===== src/rtl/ram_pkg.sv =====
// Shared encodings and helpers for the RAM request controller and its bench.
package ram_pkg;

    localparam logic [1:0] SZ_BYTE = 2'b00;
    localparam logic [1:0] SZ_HALF = 2'b01;
    localparam logic [1:0] SZ_WORD = 2'b10;
    localparam logic [1:0] SZ_RSVD = 2'b11;

    typedef enum logic [1:0] {
        IDLE,
        EXEC,
        RESP
    } state_t;

    // Reserved size reports 4 so the range check stays meaningful; it is rejected anyway.
    function automatic logic [2:0] nbytes(input logic [1:0] size);
        case (size)
            SZ_BYTE: nbytes = 3'd1;
            SZ_HALF: nbytes = 3'd2;
            default: nbytes = 3'd4;
        endcase
    endfunction

endpackage


===== src/rtl/ram_req_ctrl_if.sv =====
// Request/response channel between a requester (master) and the RAM request controller (slave).
interface ram_req_ctrl_if #(
    parameter int ADDR_WIDTH = 4,
    parameter int DATA_WIDTH = 8
);
    logic                    req_valid;
    logic                    req_ready;
    logic                    req_we;
    logic [1:0]              req_size;
    logic [ADDR_WIDTH-1:0]   req_addr;
    logic [4*DATA_WIDTH-1:0] req_wdata;

    logic                    rsp_valid;
    logic                    rsp_ready;
    logic [4*DATA_WIDTH-1:0] rsp_data;
    logic                    rsp_err;

    modport master (
        output req_valid, req_we, req_size, req_addr, req_wdata, rsp_ready,
        input  req_ready, rsp_valid, rsp_data, rsp_err
    );

    modport slave (
        input  req_valid, req_we, req_size, req_addr, req_wdata, rsp_ready,
        output req_ready, rsp_valid, rsp_data, rsp_err
    );
endinterface


===== src/rtl/sat_cnt8.sv =====
// 8-bit saturating event counter; clear takes priority over increment.
module sat_cnt8 (
    input  logic       clk,
    input  logic       rst,
    input  logic       inc,
    input  logic       clr,
    output logic [7:0] count
);

    always_ff @(posedge clk) begin
        if (rst || clr) begin
            count <= '0;
        end else if (inc && count != 8'hFF) begin
            count <= count + 8'd1;
        end
    end

endmodule


===== src/rtl/ram_req_ctrl.sv =====
// Request controller for the multi-width byte RAM: validates each request,
// issues legal ones as single-cycle RAM operations and always returns a response.
module ram_req_ctrl
    import ram_pkg::*;
#(
    parameter int ADDR_WIDTH = 4,
    parameter int DATA_WIDTH = 8,
    parameter int DEPTH      = 16
) (
    input  logic                    clk,
    input  logic                    rst,
    ram_req_ctrl_if.slave           bus,
    output logic                    ram_w_en,
    output logic [1:0]              ram_select,
    output logic [ADDR_WIDTH-1:0]   ram_w_addr,
    output logic [ADDR_WIDTH-1:0]   ram_r_addr,
    output logic [4*DATA_WIDTH-1:0] ram_w_data,
    input  logic [4*DATA_WIDTH-1:0] ram_r_data,
    input  logic                    cnt_clr,
    output logic [7:0]              wr_err_count,
    output logic [7:0]              rd_err_count
);

    localparam int EXT_W = ADDR_WIDTH + 3;
    localparam int RW    = 4 * DATA_WIDTH;

    typedef struct packed {
        logic                  we;
        logic [1:0]            size;
        logic [ADDR_WIDTH-1:0] addr;
        logic [RW-1:0]         wdata;
    } req_t;

    state_t           state;
    req_t             req_q;
    logic             err;
    logic             exec_err;
    logic [EXT_W-1:0] end_addr;
    logic [RW-1:0]    rd_data;

    assign bus.req_ready = (state == IDLE) && !rst;

    // The range check is widened so addr + nbytes cannot wrap back into range.
    always_comb begin
        end_addr = EXT_W'(req_q.addr) + EXT_W'(nbytes(req_q.size));
        err = (req_q.size == SZ_RSVD)
           || (req_q.size == SZ_HALF && req_q.addr[0])
           || (req_q.size == SZ_WORD && req_q.addr[1:0] != 2'b00)
           || (end_addr > EXT_W'(DEPTH));
    end

    // NOTE: default first so every path assigns rd_data and no latch is inferred.
    always_comb begin
        rd_data = '0;
        case (req_q.size)
            SZ_BYTE: rd_data[DATA_WIDTH-1:0]   = ram_r_data[DATA_WIDTH-1:0];
            SZ_HALF: rd_data[2*DATA_WIDTH-1:0] = ram_r_data[2*DATA_WIDTH-1:0];
            SZ_WORD: rd_data                   = ram_r_data;
            default: rd_data                   = '0;
        endcase
    end

    // NOTE: combinational, so a reset raised during EXEC suppresses the write in that same cycle.
    assign ram_w_en   = (state == EXEC) && req_q.we && !err && !rst;
    assign exec_err   = (state == EXEC) && err;
    assign ram_select = req_q.size;
    assign ram_w_addr = req_q.addr;
    assign ram_r_addr = req_q.addr;
    assign ram_w_data = req_q.wdata;

    // NOTE: all state here uses non-blocking assignments so every register samples pre-edge values.
    always_ff @(posedge clk) begin
        if (rst) begin
            state         <= IDLE;
            req_q         <= '0;
            bus.rsp_valid <= 1'b0;
            bus.rsp_err   <= 1'b0;
            bus.rsp_data  <= '0;
        end else begin
            case (state)
                IDLE: begin
                    if (bus.req_valid) begin
                        req_q <= '{we: bus.req_we, size: bus.req_size,
                                   addr: bus.req_addr, wdata: bus.req_wdata};
                        state <= EXEC;
                    end
                end
                EXEC: begin
                    bus.rsp_err   <= err;
                    bus.rsp_data  <= (err || req_q.we) ? '0 : rd_data;
                    bus.rsp_valid <= 1'b1;
                    state         <= RESP;
                end
                RESP: begin
                    if (bus.rsp_ready) begin
                        bus.rsp_valid <= 1'b0;
                        state         <= IDLE;
                    end
                end
                default: state <= IDLE;
            endcase
        end
    end

    sat_cnt8 u_wr_cnt (
        .clk   (clk),
        .rst   (rst),
        .inc   (exec_err && req_q.we),
        .clr   (cnt_clr),
        .count (wr_err_count)
    );

    sat_cnt8 u_rd_cnt (
        .clk   (clk),
        .rst   (rst),
        .inc   (exec_err && !req_q.we),
        .clr   (cnt_clr),
        .count (rd_err_count)
    );

endmodule


===== src/flat_wrapper.sv =====
// flat-port wrapper written by rule: the top's interface ports become plain ports
module ram_req_ctrl_flat import ram_pkg::*;
#(
    parameter int ADDR_WIDTH = 4,
    parameter int DATA_WIDTH = 8,
    parameter int DEPTH      = 16
)
  (clk, rst, ram_w_en, ram_select, ram_w_addr, ram_r_addr, ram_w_data, ram_r_data, cnt_clr, wr_err_count, rd_err_count, bus_req_valid, bus_req_we, bus_req_size, bus_req_addr, bus_req_wdata, bus_rsp_ready, bus_req_ready, bus_rsp_valid, bus_rsp_data, bus_rsp_err);
  ram_req_ctrl_if #(.ADDR_WIDTH(ADDR_WIDTH), .DATA_WIDTH(DATA_WIDTH)) bus_i ();
  input  logic clk;
  input  logic rst;
  output logic ram_w_en;
  output logic [1:0] ram_select;
  output logic [ADDR_WIDTH-1:0] ram_w_addr;
  output logic [ADDR_WIDTH-1:0] ram_r_addr;
  output logic [4*DATA_WIDTH-1:0] ram_w_data;
  input  logic [4*DATA_WIDTH-1:0] ram_r_data;
  input  logic cnt_clr;
  output logic [7:0] wr_err_count;
  output logic [7:0] rd_err_count;
  input wire logic [$bits(bus_i.req_valid)-1:0] bus_req_valid;
  input wire logic [$bits(bus_i.req_we)-1:0] bus_req_we;
  input wire logic [$bits(bus_i.req_size)-1:0] bus_req_size;
  input wire logic [$bits(bus_i.req_addr)-1:0] bus_req_addr;
  input wire logic [$bits(bus_i.req_wdata)-1:0] bus_req_wdata;
  input wire logic [$bits(bus_i.rsp_ready)-1:0] bus_rsp_ready;
  output wire logic [$bits(bus_i.req_ready)-1:0] bus_req_ready;
  output wire logic [$bits(bus_i.rsp_valid)-1:0] bus_rsp_valid;
  output wire logic [$bits(bus_i.rsp_data)-1:0] bus_rsp_data;
  output wire logic [$bits(bus_i.rsp_err)-1:0] bus_rsp_err;
  assign bus_i.req_valid = bus_req_valid;
  assign bus_i.req_we = bus_req_we;
  assign bus_i.req_size = bus_req_size;
  assign bus_i.req_addr = bus_req_addr;
  assign bus_i.req_wdata = bus_req_wdata;
  assign bus_i.rsp_ready = bus_rsp_ready;
  assign bus_req_ready = bus_i.req_ready;
  assign bus_rsp_valid = bus_i.rsp_valid;
  assign bus_rsp_data = bus_i.rsp_data;
  assign bus_rsp_err = bus_i.rsp_err;
  ram_req_ctrl #(.ADDR_WIDTH(ADDR_WIDTH), .DATA_WIDTH(DATA_WIDTH), .DEPTH(DEPTH)) u_core (.clk(clk), .rst(rst), .bus(bus_i), .ram_w_en(ram_w_en), .ram_select(ram_select), .ram_w_addr(ram_w_addr), .ram_r_addr(ram_r_addr), .ram_w_data(ram_w_data), .ram_r_data(ram_r_data), .cnt_clr(cnt_clr), .wr_err_count(wr_err_count), .rd_err_count(rd_err_count));
endmodule

===== config.mk =====
export PLATFORM = sky130hd
export DESIGN_NAME = ram_req_ctrl_flat
export DESIGN_NICKNAME = d
export VERILOG_FILES = /design/src/rtl/ram_pkg.sv /design/src/rtl/ram_req_ctrl_if.sv /design/src/rtl/sat_cnt8.sv /design/src/rtl/ram_req_ctrl.sv /design/src/flat_wrapper.sv
export SDC_FILE = /design/constraint.sdc
export NUM_CORES = 1
export LEC_CHECK = 0
export ABC_CLOCK_PERIOD_IN_PS = 2700
export BUFFER_PORTS_ARGS = -buffer_cell sky130_fd_sc_hd__buf_2
export CORE_UTILIZATION = 48
export DETAILED_ROUTE_END_ITERATION = 7
export PLACE_DENSITY_LB_ADDON = 0.12
export RECOVER_POWER = 50
export SLEW_MARGIN = 20
export SYNTH_ARGS = -nofsm -noshare
export SYNTH_HDL_FRONTEND = slang
export SYNTH_SLANG_ARGS = --single-unit

===== constraint.sdc =====
create_clock -name clk -period 2.7 [get_ports clk]
set_input_delay 0 -clock clk [delete_from_list [all_inputs] [get_ports clk]]
set_output_delay 0 -clock clk [all_outputs]
set_load 0.02 [all_outputs]

=== Word-level counts from Yosys, hierarchy flattened ===
Index checks and enable logic that the tools add are counted.

* Flip-flop bits (word level): 91
* Bits in latches: 0
* RAM bits: 0
* Bits in read-only memories: 0
* Output and inout port bits: 94
* Word-level logic and storage cells: 61
* Memories: 0

* $add $sub $neg: 3
* $mul: 0
* Divide/modulo/power cells: 0
* $lt $le $gt $ge: 1
* Equal/unequal tests: 9
* Shift-type cells: 0
* Multiplexer cells: 10
* Bitwise logic cells: 0
* Reductions and logical operators: 28

{| class="wikitable"
|+ Operators by type and width
! kind !! count
|-
| 2-to-1 mux 32 bit || 1
|-
| adder 8 x 1 -> 8 bit (second input constant) || 2
|-
| 2-to-1 mux 16 bit || 1
|-
| 2-to-1 mux 8 bit || 2
|-
| != test 8 bit (second input constant) || 2
|-
| logical AND 1 bit || 11
|-
| > comparator 7 x 5 -> 1 bit (second input constant) || 1
|-
| equality test 2 bit (second input constant) || 3
|-
| case mux 2 bit (3 select lines) || 1
|-
| case mux 3 bit (2 select lines) || 1
|-
| AND reduction 2 bit || 3
|-
| adder 4 x 3 -> 5 bit || 1
|-
| logical OR 1 bit || 5
|-
| equality test 2 x 1 -> 1 bit (second input constant) || 2
|-
| logical NOT 2 bit || 2
|-
| 2-to-1 mux 2 bit || 2
|-
| != test 2 bit (second input constant) || 2
|-
| nonzero test 2 bit || 2
|-
| logical NOT 1 bit || 3
|-
| OR reduction 3 bit || 1
|-
| case mux 1 bit (2 select lines) || 1
|-
| OR reduction 2 bit || 1
|-
| 2-to-1 mux 1 bit || 1
|}

=== Depth between registers and ports, before layout ===
Gate-level depths: netlist of the first run.

* Word-level depth: 8
* Depth in mapped cells: 12
* Gate-level depth less buffers: 10

=== By module ===
Synthesis of the first run repeated with hierarchy kept, for this count alone.

* Cell total of the unflattened synthesis: 432
* Area, all modules: 3980.1 um^2

{| class="wikitable"
|+ By module, submodules not included
! module !! instances !! cells each !! area an instance (um^2)
|-
| ram_req_ctrl || 1 || 336 || 3136.8
|-
| sat_cnt8 || 2 || 48 || 421.7
|}

=== Worst setup path after synthesis of the first run ===
No wires, ideal clock.

* Kind: register -> register
* Start: register u_core.req_q, in the netlist u_core.ram_select[0]
* End: register u_core.u_rd_cnt.count[5]
* Library setup time: 0.070 ns
* Arrival time: 2.432 ns
* Required time: 2.630 ns
* Slack: 0.197 ns
* Stages on the path, launching flop included: 11
* Cells stage by stage: dfxtp_1 > inv_1 > ha_1 > ha_1 > inv_1 > fa_1 > nand4bb_1 > and3_1 > a211oi_4 > or4_1 > a21oi_1

* Cells in the longest elaborated chain, start to end: 8

{| class="wikitable"
|+ Ends and longest elaborated chain
! what !! RTL line !! RTL
|-
| from (decl) || ram_req_ctrl.sv:35 || <nowiki>req_t req_q;</nowiki>
|-
| from (signal assigned) || ram_req_ctrl.sv:83 || <nowiki>req_q <= '{we: bus.req_we, size: bus.req_size,</nowiki>
|-
| equality test 2 x 1 -> 1 bit / logical NOT 2 bit (equally long branches) || ram_pkg.sv:17, ram_req_ctrl.sv:47 ||
|-
| case mux 3 bit (2 select lines) / logical AND 1 bit (equally long branches) || ram_pkg.sv:17, ram_req_ctrl.sv:47 ||
|-
| adder 4 x 3 -> 5 bit / logical OR 1 bit (equally long branches) || ram_req_ctrl.sv:45, ram_req_ctrl.sv:47 ||
|-
| > comparator 7 x 5 -> 1 bit / logical OR 1 bit (equally long branches) || ram_req_ctrl.sv:49, ram_req_ctrl.sv:48 ||
|-
| logical OR 1 bit * || ram_req_ctrl.sv:49 || <nowiki>|| (end_addr > EXT_W'(DEPTH));</nowiki>
|-
| logical AND 1 bit * || ram_req_ctrl.sv:65 || <nowiki>assign exec_err = (state == EXEC) && err;</nowiki>
|-
| logical AND 1 bit * || ram_req_ctrl.sv:116 || <nowiki>.inc (exec_err && !req_q.we),</nowiki>
|-
| logical AND 1 bit * || sat_cnt8.sv:13 || <nowiki>end else if (inc && count != 8'hFF) begin</nowiki>
|-
| to (signal assigned) || sat_cnt8.sv:14 || <nowiki>count <= count + 8'd1;</nowiki>
|-
| to (decl) || sat_cnt8.sv:7 || <nowiki>output logic [7:0] count</nowiki>
|}

Mark *: on every way between the ends. The rest lies on a longest branch, timed or not.
A chain may end at the register's enable or synchronous reset.

=== Worst setup path after layout of the first run ===
* Start: register u_core.req_q, in the netlist u_core.ram_select[0]
* End: register u_core.u_wr_cnt.count[3]

* Cells in the longest elaborated chain, start to end: 8

{| class="wikitable"
|+ Ends and longest elaborated chain
! what !! RTL line !! RTL
|-
| equality test 2 x 1 -> 1 bit / logical NOT 2 bit (equally long branches) || ram_pkg.sv:17, ram_req_ctrl.sv:47 ||
|-
| case mux 3 bit (2 select lines) / logical AND 1 bit (equally long branches) || ram_pkg.sv:17, ram_req_ctrl.sv:47 ||
|-
| adder 4 x 3 -> 5 bit / logical OR 1 bit (equally long branches) || ram_req_ctrl.sv:45, ram_req_ctrl.sv:47 ||
|-
| > comparator 7 x 5 -> 1 bit / logical OR 1 bit (equally long branches) || ram_req_ctrl.sv:49, ram_req_ctrl.sv:48 ||
|-
| logical OR 1 bit * || ram_req_ctrl.sv:49 ||
|-
| logical AND 1 bit * || ram_req_ctrl.sv:65 ||
|-
| logical AND 1 bit * || ram_req_ctrl.sv:108 || <nowiki>.inc (exec_err && req_q.we),</nowiki>
|-
| logical AND 1 bit * || sat_cnt8.sv:13 ||
|-
| to (signal assigned) || sat_cnt8.sv:14 ||
|-
| to (decl) || sat_cnt8.sv:7 ||
|}

Marks and branches as above.

==> results.ini, run 1 <==
[place]
dp_hpwl_um=6720
globalplace.congestion=0.798
placed_area_um2=4670
place_inst=687
portBuffers=169

[critical_path]
arrival_ps=2910
endpoint_kind=flip-flop
slowest_stage=or4_1
reg2reg_from=u_core.ram_select[0]
r2r-end=u_core.u_wr_cnt.count[3]
crit_chain=inv_4, ha_4, ha_2, inv_1, fa_2, nor4b_2, and3_4, a211oi_4, buf_12, or4_1, a21oi_1
worstSetupStartpoint=u_core.ram_select[0]
setup.worst_path.end=u_core.u_wr_cnt.count[3]
r2r_cells=11
cp-start-kind=flip-flop
r2r_slack_ps=60
worstPathMaxFanout=27
slowest_delay_ps=500
criticalPathCategory=reg -> reg
crit_required_ps=2970

[logic_synthesis]
syn_nets=561
yosys_warnings=0
synth_cell_types=46
ys_ff_latch=91
syn_inst=473
syn_area_um2=4070
synth_edf_count=0
syn-mean-instance-area_um2=8.59
async_reset_ff_frac=0
synth_seq_area_share=0.448
ys.flop_type=dfxtp_1

[global_routing]
grt_max_degree=45
antenna_found_initial=0
grt_pass1_wl_um=17300
grt_use_total=0.245
first_global_vias=3861
gr-total-overflow=0

[power_and_ir_drop]
power.switching_mw=0.805
seqPwrFrac=0.497
vdd_ir_drop_max_v=0.000256
internal_power_mw=2.06
powerDensity_nw_per_um2=508
combPwrFrac=0.183
power_switching_share=0.281
clkPwrFrac=0.319
p_leak_nw=2.19

[cells_and_area]
multi_input_area_um2=1790
area_delta_synth_final_pct=38.9
drive_gt1_frac=0.199
diodes=0
fin_cells=783
fillers=730
postLayoutCellArea_um2=5650
regArea_um2=1820
most-common-layout-cells=94 x nand2_1, 92 x clkbuf_1, 89 x dfxtp_1
final_common_cell=nand2_1
finish.utilization=0.687
final_nets=761

[floorplanning]
fp-row-count=33
core_area_um2=8220
io-pin-count=170
die_h_um=94.0
initial_core_util=0.495
die_x_um=94.0
die-area_um2=8840

[sta]
fin_crit_sh=0.978
finClkSkew_ps=10.2
relSlewSlack=-0.305
layout_min_cycle_time_ps=2640
tns_ps=0
whs_ps=37.5
hold_viol=0
fmax_mhz=379
tightestPinTransition_ps=1960
slew_violations=45
setup_viol=0

[route]
drt-initial-drc-count=167
route.detailed.drc=0
vias=4051
wl_per_cell_um=14.2
dr.pass1.iters=5
ant_nets=0
viasPerCell=5.17
wirelength_um=11100

[job]
drv_cap=1

[clock_network]
ctsHtreeMaxLevel=3
clockBufferDepth=2
clockRootBuffer=clkbuf_8
clk_pin_slew_ps=100
cts_tree=built
cts_sinks=91
insertion_delay_ps=350
cts_inserted_buffers=9

[run_status]
status=finished with violations
violations=capacitance limit, slew limit

[worst_hold_path]
holdCritPathClass=in -> reg
hp-start=rst

-- worst max-delay path: cells and delay by family, from the launching register on --
family | cells | cell delay, ps
AO/OA/AOI/OAI | 2 | 210
adder cells (fa/ha/maj) | 3 | 650
buffers and inverters | 3 | 290
flip-flops | 1 | 340
AND/OR/NAND/NOR | 3 | 1070
-- stage by stage --
step / worst slack [ps] / total power, mW
after floorplan: 197 / 1.77
after global placement: 78.2 / 1.86
after detailed placement: -71.4 / 1.87
after CTS: 21.0 / 2.87
after global routing: -32.6 / 3.00
final: 59.0 / 2.87
-- routing by layer --
layer / vias up / GRT usage / part of all wire
met2: 130 / 0.431 / 0.50
met4: 0 / 0.0885 / 0.015
met3: 16 / 0.0429 / 0.042
met5: - / 0 / 0
li1: 2007 / - / -
met1: 1898 / 0.299 / 0.44
-- cell type report --
| class | count | share of cell area |
|---|---|---|
| flip-flops and latches | 91 | 0.323 |
| multi-input cells | 303 | 0.316 |
| repair buffers | 262 | 0.298 |
| clock buffers | 11 | 0.0233 |
| well taps | 105 | 0.0233 |
| clock inverters | 5 | 0.0111 |
| inverters | 6 | 0.00487 |
-- worst min path at each step --
stage / endpoint / slack (ps) / cells after the start
CTS: u_core.ram_w_data[25] / 20 / 2
floorplan: u_core.state[0] / 120 / 1
finish: u_core.ram_w_data[25] / 40 / 2
detailed placement: u_core.state[0] / 240 / 2
global route: u_core.ram_w_data[21] / 40 / 2
global placement: u_core.state[0] / 230 / 2
-- cell usage after synthesis, types with 3 or more instances --
| library cell | count | share of area |
|---|---|---|
| a21oi_1 | 51 | 0.063 |
| a22oi_1 | 8 | 0.015 |
| a31oi_1 | 5 | 0.0077 |
| a32oi_1 | 24 | 0.052 |
| and3_1 | 5 | 0.0077 |
| buf_1 | 3 | 0.0028 |
| buf_2 | 3 | 0.0037 |
| buf_4 | 43 | 0.079 |
| buf_6 | 7 | 0.019 |
| clkbuf_1 | 17 | 0.016 |
| dfxtp_1 | 91 | 0.45 |
| ha_1 | 11 | 0.034 |
| inv_1 | 6 | 0.0055 |
| nand2_1 | 94 | 0.087 |
| nand3_1 | 5 | 0.0062 |
| nor2_1 | 38 | 0.035 |
| nor3_1 | 6 | 0.0074 |
| o21ai_0 | 7 | 0.0086 |
| o31ai_1 | 6 | 0.011 |
| or3_1 | 7 | 0.011 |
| or4_1 | 4 | 0.0074 |
-- kinds of logic (layout without fill, tap and decap cells) --
| group | Yosys count | after routing | synth area share |
|---|---|---|---|
| flip-flops | 91 | 91 | 0.448 |
| AND/OR/NAND/NOR | 177 | 177 | 0.196 |
| adder cells (fa/ha/maj) | 12 | 12 | 0.0388 |
| AO/OA/AOI/OAI | 114 | 114 | 0.191 |
| buffers and inverters | 79 | 284 | 0.126 |
-- power groups by stage --
stage | registers (mW) | logic [mW] | clock network (mW)
detailed placement | 1.45 | 0.416 | 0
floorplan | 1.47 | 0.301 | 0
finish | 1.42 | 0.525 | 0.916
global route | 1.43 | 0.571 | 0.995
global placement | 1.45 | 0.410 | 0
CTS | 1.42 | 0.508 | 0.940
-- flip-flops by register name, indices dropped and copies added, names as in the netlist --
| signal | flops |
|---|---|
| u_core.bus.rsp_valid | 1 |
| u_core.u_wr_cnt.count | 8 |
| u_core.ram_r_addr | 4 |
| u_core.bus.rsp_err | 1 |
| u_core.ram_select | 2 |
| u_core.u_rd_cnt.count | 8 |
| u_core.req_q | 1 |
| u_core.ram_w_data | 32 |
| u_core.state | 2 |
| u_core.bus.rsp_data | 32 |
-- timing repair --
| item | in CTS | in global routing |
|---|---|---|
| gates cloned | 0 | 2 |
| hold endpoints to repair | 76 | 0 |
| resized for setup | 7 | 15 |
| pin swaps | 2 | 8 |
| setup buffers | 1 | 3 |
| endpoints found under the setup margin | 5 | 32 |
| hold buffers | 74 | 0 |
Power figures use the tool's default switching activity.
==> inputs of run 2 (changes only) <==
--- a/config.mk
+++ b/config.mk
@@ -5,10 +5,12 @@
 export SDC_FILE = /design/constraint.sdc
 export NUM_CORES = 1
 export LEC_CHECK = 0
+export ABC_AREA = 1
 export ABC_CLOCK_PERIOD_IN_PS = 2700
 export BUFFER_PORTS_ARGS = -buffer_cell sky130_fd_sc_hd__buf_2
-export CORE_UTILIZATION = 48
+export CORE_UTILIZATION = 49
 export DETAILED_ROUTE_END_ITERATION = 7
+export MAX_ROUTING_LAYER = met4
 export PLACE_DENSITY_LB_ADDON = 0.12
 export RECOVER_POWER = 50
 export SLEW_MARGIN = 20
==> run 2 against run 1 <==
Effect of this change: sequential share of layout area decreased by 0.72 points; worst setup slack gained 170 ps; area after synthesis grew 8.6%; the run now ends clean; critical endpoint is now ram_w_en.
==> results.ini, run 2 <==
[critical_path]
critPathTopFamily=adder cells
slowest_stage=fa_1
cp-start-kind=flip-flop
arrival_ps=2470
slowest_delay_ps=410
cp_num_buf_inv=4
crit_required_ps=2700
worstPathMaxFanout=12
endpoint_kind=output port
path_depth=13
r2r_cells=14
criticalPathCategory=reg -> out
crit_chain=inv_2, ha_1, ha_1, inv_1, fa_1, inv_1, nand2_1, nand3_1, nand3_1, nand2_2, nand2_8, nor4_2, buf_4

[power_and_ir_drop]
power_switching_share=0.325
internal_power_mw=2.06
vdd_ir_drop_max_v=0.000271
seqPwrFrac=0.487
clkPwrFrac=0.285
p_leak_nw=2.43
combPwrFrac=0.228
powerDensity_nw_per_um2=529
totalPowerFinal_mw=3.05
power.switching_mw=0.991

[logic_synthesis]
yosys_warnings=0
synth_edf_count=0
synth_seq_area_share=0.413
yosysTopAreaCell=dfxtp_1
syn_area_um2=4410
async_reset_ff_frac=0
ys.flop_type=dfxtp_1
synth_area_leaders=dfxtp_1 41%, nor2_1 9.7%, buf_4 7.5%, o21ai_0 7.3%, nand3_2 6.8%
yosys.area.top_type_share=0.413
syn_nets=653
synth_commonest_cells=114 x nor2_1, 91 x dfxtp_1, 64 x o21ai_0
yosysMostFrequentCell=nor2_1
synth_cell_types=30
syn-mean-instance-area_um2=7.81
syn_inst=565
ys_ff_latch=91

[global_routing]
gr-total-overflow=0
antenna_found_initial=0
grt_use_total=0.248
first_global_vias=4103
grt_max_degree=65
grt_pass1_wl_um=18800

[sta]
rsz0062_at_grt=false
tightestPinTransition_ps=872
fin_crit_sh=0.914
layout_min_cycle_time_ps=2470
fmax_mhz=405
tns_ps=0
setup_viol=0
slew_violations=0
hold_viol=0
relSlewSlack=0.418
finClkSkew_ps=15.6

[floorplanning]
fp-row-count=34
die_h_um=96.9
die_x_um=96.9
initial_core_util=0.506
die-area_um2=9390
core_area_um2=8720
io-pin-count=170

[clock_network]
clockBufferDepth=2
ctsHtreeMaxLevel=3
cts_tree=built
cts_sinks=91
cts_inserted_buffers=9
insertion_delay_ps=360
clk_pin_slew_ps=100
clockRootBuffer=clkbuf_8
post-cts-setup-buffers=0

[cells_and_area]
postLayoutCellArea_um2=5770
finish.utilization=0.661
drive_gt1_frac=0.200
diodes=0
final_nets=838
most-common-layout-cells=114 x nor2_1, 91 x clkbuf_1, 91 x dfxtp_1
area_delta_synth_final_pct=30.7
final_common_cell=nor2_1
fillers=794

[place]
dp_hpwl_um=7090
placed_area_um2=4960
globalplace.congestion=0.858
portBuffers=169

[route]
viasPerCell=4.86
wl_per_cell_um=12.8
wirelength_um=11100
ant_nets=0
route.detailed.drc=0
dr.pass1.iters=4
vias=4197
drt-initial-drc-count=165

[job]
drv_cap=0

[run_status]
status=finished, final reports clean

[worst_hold_path]
holdPathStages=2
holdCritPathClass=in -> reg

## run 2: changes by cell type in the layout (fill, tap and decap cells not counted), moves of 8 or more
cell,before,now
a21oi_1,50,31
a21oi_2,1,10
inv_1,4,40
nand3_2,0,30
nand2_1,94,58
nand4_1,0,10
o21ai_0,7,64
a22oi_1,8,0
nor2_1,38,114
a32oi_1,24,0
## run 2: power groups by stage
stage / Clock (mW) / Combinational [mW] / Sequential, mW
after floorplan: 0 / 0.480 / 1.54
after CTS: 0.897 / 0.712 / 1.48
final: 0.872 / 0.695 / 1.49
after detailed placement: 0 / 0.630 / 1.51
after global placement: 0 / 0.617 / 1.51
after global routing: 0.954 / 0.764 / 1.50
## run 2: stage by stage
stage / hold WS (ps) / instances / worst slack (ps)
detailed placement: 202 / 775 / 211
global route: 15.4 / 863 / 4.32
global placement: 193 / 775 / 352
finish: 23.9 / 863 / 233
CTS: 1.03 / 863 / 103
floorplan: 69.1 / 565 / 361
## run 2: final timing paths
| check | startpoint | to | slack, ps |
|---|---|---|---|
| min reg2reg | u_core.bus.rsp_err | u_core.bus.rsp_err | 480 |
| min | rst | u_core.bus.rsp_data[3] | 20 |
| max reg2reg | u_core.ram_select[0] | u_core.u_rd_cnt.count[2] | 250 |
| max | u_core.ram_select[0] | ram_w_en | 230 |
## run 2: area by class of cell
cell class                      count  area (um2)  area share
Multi-Input combinational cell    356        1940       0.337
Timing Repair Buffer              247        1510       0.262
Tap cell                          108         135      0.0234
Clock inverter                      6        47.5     0.00824
Inverter                           45         169      0.0293
Clock buffer                       10         138      0.0239
Sequential cell                    91        1820       0.316
## run 2: worst register-to-register path: cells and delay by family (launching register included)
family / cells / cell delay (ps)
buffers and inverters: 2 / 150
adder cells (fa/ha/maj): 3 / 800
flip-flops: 1 / 430
AND/OR/NAND/NOR: 9 / 1000
## run 2: repair_timing
action	CTS	global route
setup endpoints to repair	0	4
gates resized for setup	0	5
hold buffers	72	0
endpoints found under the hold margin	73	0
## run 2: cells by family (layout without fill, tap and decap cells)
| kind of cell | count (synthesis) | count (layout) | share of synthesized area |
|---|---|---|---|
| AND/OR/NAND/NOR | 230 | 230 | 0.258 |
| buffers and inverters | 118 | 308 | 0.150 |
| AO/OA/AOI/OAI | 112 | 112 | 0.139 |
| flip-flops | 91 | 91 | 0.413 |
| adder cells (fa/ha/maj) | 12 | 12 | 0.0357 |
| XOR/XNOR | 2 | 2 | 0.00397 |
## run 2: metal layers
layer | GRT usage | part of all wire | up-vias
met4 | 0.0941 | 0.021 | 0
met2 | 0.428 | 0.50 | 124
met5 | - | 0 | -
li1 | - | - | 2149
met3 | 0.0419 | 0.043 | 18
met1 | 0.287 | 0.44 | 1906
